`src/rtl/mult_pkg.sv`:
```
// Shared types and constants for the sequential shift-add multiplier.
package mult_pkg;

    localparam int unsigned DefaultWidth = 8;

    typedef enum logic [1:0] {
        StIdle = 2'd0,
        StCalc = 2'd1,
        StDone = 2'd2
    } state_e;

    // Counter must hold 0..WIDTH-1 plus headroom so it never wraps mid-operation.
    function automatic int unsigned cnt_width(input int unsigned w);
        return $clog2(w) + 1;
    endfunction

endpackage

```
`src/rtl/ripple_carry_adder.sv`:
```
// WIDTH-bit ripple-carry adder built from a chain of full-adder cells.
module ripple_carry_adder #(
    parameter int unsigned WIDTH = 8
) (
    input  logic [WIDTH-1:0] a,
    input  logic [WIDTH-1:0] b,
    input  logic             c_in,
    output logic [WIDTH-1:0] sum,
    output logic             c_out
);

    logic [WIDTH:0] carry;

    assign carry[0] = c_in;

    for (genvar i = 0; i < WIDTH; i++) begin : g_fa
        assign sum[i]       = a[i] ^ b[i] ^ carry[i];
        assign carry[i + 1] = (a[i] & b[i]) | (carry[i] & (a[i] ^ b[i]));
    end

    assign c_out = carry[WIDTH];

endmodule

```
`src/rtl/seq_shift_add_multiplier.sv`:
```
// Unsigned shift-add multiplier: one multiplier bit per clock, start/done handshake.
module seq_shift_add_multiplier
    import mult_pkg::*;
#(
    parameter int unsigned WIDTH = DefaultWidth
) (
    input  logic               clk,
    input  logic               rst,
    input  logic               start,
    input  logic [WIDTH-1:0]   a,
    input  logic [WIDTH-1:0]   b,
    output logic               busy,
    output logic               done,
    output logic [2*WIDTH-1:0] product
);

    localparam int unsigned CW = cnt_width(WIDTH);

    state_e               state_q, state_d;
    logic [WIDTH-1:0]     mcand_q, mcand_d;
    logic [WIDTH-1:0]     acc_hi_q, acc_hi_d;
    logic [WIDTH-1:0]     acc_lo_q, acc_lo_d;
    logic [CW-1:0]        count_q, count_d;
    logic [2*WIDTH-1:0]   product_q, product_d;

    logic [WIDTH-1:0]     add_sum;
    logic                 add_c_out;
    logic [WIDTH-1:0]     step_s;
    logic                 step_c;
    logic [2*WIDTH-1:0]   shifted;

    ripple_carry_adder #(
        .WIDTH(WIDTH)
    ) u_adder (
        .a    (acc_hi_q),
        .b    (mcand_q),
        .c_in (1'b0),
        .sum  (add_sum),
        .c_out(add_c_out)
    );

    // {c,s,acc_lo} >> 1: the carry becomes the new MSB, acc_lo[0] is consumed.
    always_comb begin
        step_s  = acc_lo_q[0] ? add_sum : acc_hi_q;
        step_c  = acc_lo_q[0] & add_c_out;
        shifted = {step_c, step_s, acc_lo_q[WIDTH-1:1]};
    end

    always_comb begin
        state_d   = state_q;
        mcand_d   = mcand_q;
        acc_hi_d  = acc_hi_q;
        acc_lo_d  = acc_lo_q;
        count_d   = count_q;
        product_d = product_q;
        unique case (state_q)
            StIdle: begin
                if (start) begin
                    mcand_d  = a;
                    acc_hi_d = '0;
                    acc_lo_d = b;
                    count_d  = '0;
                    state_d  = StCalc;
                end
            end
            StCalc: begin
                acc_hi_d = shifted[2*WIDTH-1:WIDTH];
                acc_lo_d = shifted[WIDTH-1:0];
                count_d  = count_q + 1'b1;
                if (count_q == CW'(WIDTH - 1)) begin
                    product_d = shifted;
                    state_d   = StDone;
                end
            end
            StDone: begin
                state_d = StIdle;
            end
            default: begin
                state_d = StIdle;
            end
        endcase
    end

    always_ff @(posedge clk or posedge rst) begin
        if (rst) begin
            state_q   <= StIdle;
            mcand_q   <= '0;
            acc_hi_q  <= '0;
            acc_lo_q  <= '0;
            count_q   <= '0;
            product_q <= '0;
        end else begin
            state_q   <= state_d;
            mcand_q   <= mcand_d;
            acc_hi_q  <= acc_hi_d;
            acc_lo_q  <= acc_lo_d;
            count_q   <= count_d;
            product_q <= product_d;
        end
    end

    assign busy    = (state_q != StIdle);
    assign done    = (state_q == StDone);
    assign product = product_q;

endmodule
```
`config.mk`:
```
export PLATFORM = sky130hd
export DESIGN_NAME = seq_shift_add_multiplier
export DESIGN_NICKNAME = d
export VERILOG_FILES = /design/src/rtl/mult_pkg.sv /design/src/rtl/ripple_carry_adder.sv /design/src/rtl/seq_shift_add_multiplier.sv
export SDC_FILE = /design/constraint.sdc
export NUM_CORES = 1
export LEC_CHECK = 0
export ABC_AREA = 1
export CAP_MARGIN = 10
export CORE_ASPECT_RATIO = 0.75
export CORE_MARGIN = 5
export CORE_UTILIZATION = 59
export CTS_BUF_LIST = sky130_fd_sc_hd__clkbuf_2 sky130_fd_sc_hd__clkbuf_4 sky130_fd_sc_hd__clkbuf_8
export DETAILED_ROUTE_END_ITERATION = 10
export PLACE_DENSITY = 0.94
export SYNTH_ARGS = -nofsm -noshare
export SYNTH_HDL_FRONTEND = slang
export SYNTH_SLANG_ARGS = --single-unit
```
`constraint.sdc`:
```
create_clock -name clk -period 7.35 [get_ports clk]
set_clock_uncertainty 0.15 [all_clocks]
set_input_delay 1.47 -clock clk [delete_from_list [all_inputs] [get_ports clk]]
set_output_delay 1.47 -clock clk [all_outputs]
set_load 0.03 [all_outputs]
```
## Word level (Yosys, flattened, before mapping)

Index checks and enable logic that the tools add are counted.
W data, S select, Z words.

| storage, ports and cells | value |
|---|---|
| bits in registers | 46 |

| cells by class | value |
|---|---|
| add/subtract/negate cells | 1 |
| equality and inequality tests | 5 |
| multiplexer cells | 10 |
| bitwise operators | 38 |
| reduce and logical (&&, ||, !) cells | 7 |

Operator list:

| operator | count |
|---|---|
| $pmux W8 S2 | 2 |
| $mux W8 | 3 |
| $and A1 B1 Y1 | 16 |
| $xor A1 B1 Y1 | 15 |
| $pmux W4 S2 | 1 |
| $reduce_and A2 Y1 | 4 |
| $or A1 B1 Y1 | 7 |
| $add A4 B1 Y4 const B | 1 |
| $eq A4 B3 Y1 const B | 1 |
| $mux W2 | 2 |
| $mux W4 | 1 |
| $ne A2 B2 Y1 const B | 2 |
| $pmux W2 S2 | 1 |
| $reduce_bool A2 Y1 | 2 |
| $eq A2 B1 Y1 const B | 1 |
| $eq A2 B2 Y1 const B | 1 |
| $logic_not A2 Y1 | 1 |

## Depth between registers and ports, before layout

| logic depth | value |
|---|---|
| depth after elaboration | 17 |
| mapped depth | 14 |

## Cells and area by module

A second synthesis with hierarchy kept.

| unflattened totals | value |
|---|---|
| cells, all modules | 269 |
| area, all modules | 2235.9 um^2 |

Modules (own cells, without submodules):

| module | instances | cells each | area each (um^2) | seq. area each (um^2) |
|---|---|---|---|---|
| seq_shift_add_multiplier | 1 | 251 | 2038.2 | 1151.1 |
| ripple_carry_adder | 1 | 18 | 197.7 | 0.0 |

## Least setup slack after synthesis

Ideal clock, no wire load.

| path | value |
|---|---|
| path type | register to register |
| from | reg mcand_q[0] |
| to | reg acc_hi_q[6] |
| library setup time | 83 ps |
| arrival time | 3202 ps |
| required time | 7117 ps |
| setup slack | 3916 ps |
| cell stages (with the launch flop) | 15 |
| buffers on the path | 0 |
| path through | dfrtp_1 > ha_1 > inv_1 > fa_1 > fa_1 > inv_1 > fa_1 > fa_1 > fa_1 > fa_1 > fa_1 > nand2_1 > o21ai_0 > nand2_1 > o21ai_0 |

| between the ends | value |
|---|---|
| longest elaborated chain between the ends | 16 |

RTL lines:

| item | RTL line | text |
|---|---|---|
| from (decl) | seq_shift_add_multiplier.sv:20 | `logic [WIDTH-1:0] mcand_q, mcand_d;` |
| from (signal assigned) | seq_shift_add_multiplier.sv:94 | `mcand_q <= mcand_d;` |
| $and A1 B1 Y1 (2 in a row) | ripple_carry_adder.sv:18 | `assign carry[i + 1] = (a[i] & b[i]) \| (carry[i] & (a[i] ^ b[i]));` |
| $or A1 B1 Y1 | ripple_carry_adder.sv:18 |  |
| $and A1 B1 Y1 | ripple_carry_adder.sv:18 |  |
| $or A1 B1 Y1 | ripple_carry_adder.sv:18 |  |
| $and A1 B1 Y1 | ripple_carry_adder.sv:18 |  |
| $or A1 B1 Y1 | ripple_carry_adder.sv:18 |  |
| $and A1 B1 Y1 | ripple_carry_adder.sv:18 |  |
| $or A1 B1 Y1 | ripple_carry_adder.sv:18 |  |
| $and A1 B1 Y1 | ripple_carry_adder.sv:18 |  |
| $or A1 B1 Y1 | ripple_carry_adder.sv:18 |  |
| $and A1 B1 Y1 | ripple_carry_adder.sv:18 |  |
| $or A1 B1 Y1 | ripple_carry_adder.sv:18 |  |
| $xor A1 B1 Y1 | ripple_carry_adder.sv:17 | `assign sum[i] = a[i] ^ b[i] ^ carry[i];` |
| $mux W8 | seq_shift_add_multiplier.sv:44 | `step_s = acc_lo_q[0] ? add_sum : acc_hi_q;` |
| $pmux W8 S2 | seq_shift_add_multiplier.sv:56 | `unique case (state_q)` |
| to (signal assigned) | seq_shift_add_multiplier.sv:95 | `acc_hi_q <= acc_hi_d;` |
| to (decl) | seq_shift_add_multiplier.sv:21 | `logic [WIDTH-1:0] acc_hi_q, acc_hi_d;` |

Every way passes these cells.
A chain may end at the register's enable or synchronous reset.

## Worst setup path after layout

| path | value |
|---|---|
| from | reg mcand_q[0] |
| to | reg product_q[14] (netlist: product[14]) |

| between the ends | value |
|---|---|
| longest elaborated chain between the ends | 15 |

RTL lines:

| item | RTL line | text |
|---|---|---|
| $and A1 B1 Y1 (2 in a row) | ripple_carry_adder.sv:18 |  |
| $or A1 B1 Y1 | ripple_carry_adder.sv:18 |  |
| $and A1 B1 Y1 | ripple_carry_adder.sv:18 |  |
| $or A1 B1 Y1 | ripple_carry_adder.sv:18 |  |
| $and A1 B1 Y1 | ripple_carry_adder.sv:18 |  |
| $or A1 B1 Y1 | ripple_carry_adder.sv:18 |  |
| $and A1 B1 Y1 | ripple_carry_adder.sv:18 |  |
| $or A1 B1 Y1 | ripple_carry_adder.sv:18 |  |
| $and A1 B1 Y1 | ripple_carry_adder.sv:18 |  |
| $or A1 B1 Y1 | ripple_carry_adder.sv:18 |  |
| $and A1 B1 Y1 | ripple_carry_adder.sv:18 |  |
| $or A1 B1 Y1 | ripple_carry_adder.sv:18 |  |
| $xor A1 B1 Y1 | ripple_carry_adder.sv:17 |  |
| $mux W8 | seq_shift_add_multiplier.sv:44 |  |
| to (signal assigned) | seq_shift_add_multiplier.sv:98 | `product_q <= product_d;` |
| to (decl) | seq_shift_add_multiplier.sv:24 | `logic [2*WIDTH-1:0] product_q, product_d;` |

Every way passes these cells.

==> results.ini <==
[global_routing]
grt_use_met2_pct = 34.7
grt_max_degree = 47
grt_pass1_wl_um = 8400
grt-busiest-layer = met2
grt_overflow = 0
use_met1_pct = 29.8
antenna_found_initial = 0
gr-usage-met3_pct = 5.19
grt_pass1_vias = 1780
grt_use_total_pct = 21.9

[yosys]
synth_mux_area_share_pct = 0
synth-simple-area-share_pct = 29.7
synthFlopType = dfrtp_1
syn-instance-count = 259
avgSynthCellArea_um2 = 8.51
synth-edff-count = 0
synth_top_area_cell = dfrtp_1
synthArstFlopShare_pct = 100
synth_top_family_by_area = simple AND/OR/NAND/NOR gates
yosysTopAreaCellShare_pct = 52.2
synth-adder-area-share_pct = 7.50
synth_area_um2 = 2200
synth.most_common_cell = nand2_1
ys.warnings.count = 0
synth_top_cells_by_count = 126 x nand2_1, 46 x dfrtp_1, 19 x nand3_1
synth_compound_area_share_pct = 4.71
netlist-cell-type-count = 23
netlist_top_cells_area = dfrtp_1 52%, nand2_1 21%, fa_1 6.4%, nand3_1 4.3%, o21ai_0 3.2%
ys_ff_latch = 46
ys_seq_area_share_pct = 52.2
syn-num-nets = 287
yosys.area_share.xor_xnor_pct = 0

[floorplan]
rows = 19
die_h_um = 62.9
top_level_ports = 37
core-area_um2 = 3640
dieArea_um2 = 5070
die_w_um = 80.6
start_util_pct = 60.6

[timing]
worst_slew_pin_slew_ps = 626
finalSetupTns_ps = 0
fmax_mhz = 274
grt_setup_unrepaired = false
setup_slack_ps = 3700
slew_headroom_pct = 58.2
min_period_over_period_pct = 49.7
finalSetupViolCount = 0
slew_violations = 0
period_minus_slack_ps = 3650
hold_viol = 0

[placement]
place_inst = 339
place_area_um2 = 2570
dp_hpwl_um = 3340
portBuffers = 36
place_ws_ps = 3730
routabilityCongestion = 0.852

[setup_path]
path_class = reg -> reg
crit_fanout = 2
critPathArrivalTime_ps = 3700
crit_required_ps = 7390
start_kind = flip-flop
critPathCaptureType = flip-flop

[power]
p_per_area_nw_per_um2 = 427
comb_power_share_pct = 46.0
power.leakage_nw = 1.35
clock_power_share_pct = 14.2
p_int_uw = 636
ir_drop_v = 0.000288
p_seq_share_pct = 39.8
p_switching_uw = 505
switching_share_pct = 44.3

[clocking]
clk_latency_ps = 310
clkTransAtPathRegs_ps = 80
root_buffer = clkbuf_8
post_cts_resized = 0
cts_buffers = 5
clock_path_buffers = 2
post_cts_buffers = 0
cts_tree = done
clkSinkCount = 46
htreeDepth = 2
cts_hold_buf = 0

[route]
num_vias = 1815
ant_nets = 0
drt-pass1-iter-count = 4
drt_iter0_drc = 271
wire_per_inst_um = 14.0
drc = 0
viasPerCell = 5.23
finalWirelength_um = 4850

[layout]
finalNetCount = 322
layout-drive-gt1-share_pct = 6.10
syn_to_final_growth_pct = 21.2
postLayoutCellArea_um2 = 2670
antenna_cells = 0
fin_cells = 347

[flow_run]
cap_violations = 0

[worst_hold_path]
min_path_type = reg -> reg

[status]
outcome = completed

==> kinds of logic after synthesis <==
| family | count (synthesis) |
|---|---|
| and+or+nand+nor | 157 |
| DFF | 46 |
| buffers and inverters | 27 |
| AOI/OAI and AO/OA | 20 |
| adders and majority gates | 9 |
==> power groups by stage <==
stage                     Clock (mW)  Combinational [mW]  Sequential [mW]
after global placement             0               0.495            0.451
after floorplan                    0               0.306            0.500
after detailed placement           0               0.521            0.456
final                          0.162               0.525            0.454
after global routing           0.174               0.593            0.470
after CTS                      0.162               0.528            0.453
==> routing by layer <==
metal  part of all wire (%)  up-vias
met5                      0        -
met4                    1.7        0
met3                    8.4       11
met2                     47       73
met1                     43      857
li1                       -      874
==> metrics by stage <==
step	util (%)	hold slack [ps]	total power [mW]
final	73.4	330	1.14
after CTS	73.4	336	1.14
after floorplan	-	298	0.806
after global routing	73.4	360	1.24
after global placement	70.8	311	0.946
after detailed placement	70.8	314	0.976
==> cell type report <==
cell class / count / area (um^2)
tap: 52 / 65.1
inverter: 18 / 67.6
clock buffer: 7 / 90.1
fill: 266 / 967
timing repair buffer: 37 / 368
multi-input combinational: 186 / 923
clock inverter: 1 / 5.00
sequential: 46 / 1150
==> sequential cells by signal (all words and copies together), names as in the netlist <==
register	count
acc_lo_q	8
mcand_q	8
product	16
count_q	4
acc_hi_q	8
state_q	2
==> critical path, cell delays in order, from the launching register on <==
cell	delay, ps
dfrtp_1	390
ha_1	190
inv_1	60
fa_1	180
fa_1	170
inv_1	50
fa_1	370
fa_1	400
fa_1	400
fa_1	390
fa_1	430
nand2_1	70
o21ai_0	110
nand2_1	110
nand2_1	60
==> path summary, 6_finish.rpt <==
check,from,to,slack (ps),depth (start not counted)
worst min register to register,product[6]$_DFFE_PP0P_,product[6]$_DFFE_PP0P_,330,2
max in group asynchronous,rst,mcand_q[1]$_DFFE_PP0P_,5210,3
worst max-delay path,mcand_q[0]$_DFFE_PP0P_,product[14]$_DFFE_PP0P_,3700,14
worst max register to register,mcand_q[0]$_DFFE_PP0P_,product[14]$_DFFE_PP0P_,3700,14
worst min-delay path,product[6]$_DFFE_PP0P_,product[6]$_DFFE_PP0P_,330,2
min in group asynchronous,rst,product[9]$_DFFE_PP0P_,1460,3
==> cell usage in the layout (no fill, tap or decap) <==
cell type / netlist / routed
inv_2: 3 / 3
clkinv_1: 0 / 1
ha_1: 2 / 2
a21oi_1: 2 / 2
clkbuf_8: 0 / 6
fa_1: 7 / 7
clkbuf_4: 0 / 1
dfrtp_1: 46 / 46
nand4_1: 2 / 2
inv_1: 15 / 14
buf_4: 1 / 1
nor2_8: 1 / 1
nor2_2: 1 / 1
nand3_1: 19 / 19
o21ai_0: 14 / 14
o21ai_2: 1 / 1
nand2_1: 126 / 126
clkdlybuf4s50_1: 0 / 36
o21ai_1: 3 / 3
nand2_4: 1 / 1
clkinv_2: 0 / 1
nor2_4: 1 / 1
nand2_2: 1 / 1
nor2_1: 5 / 5
Power figures use the tool's default switching activity.
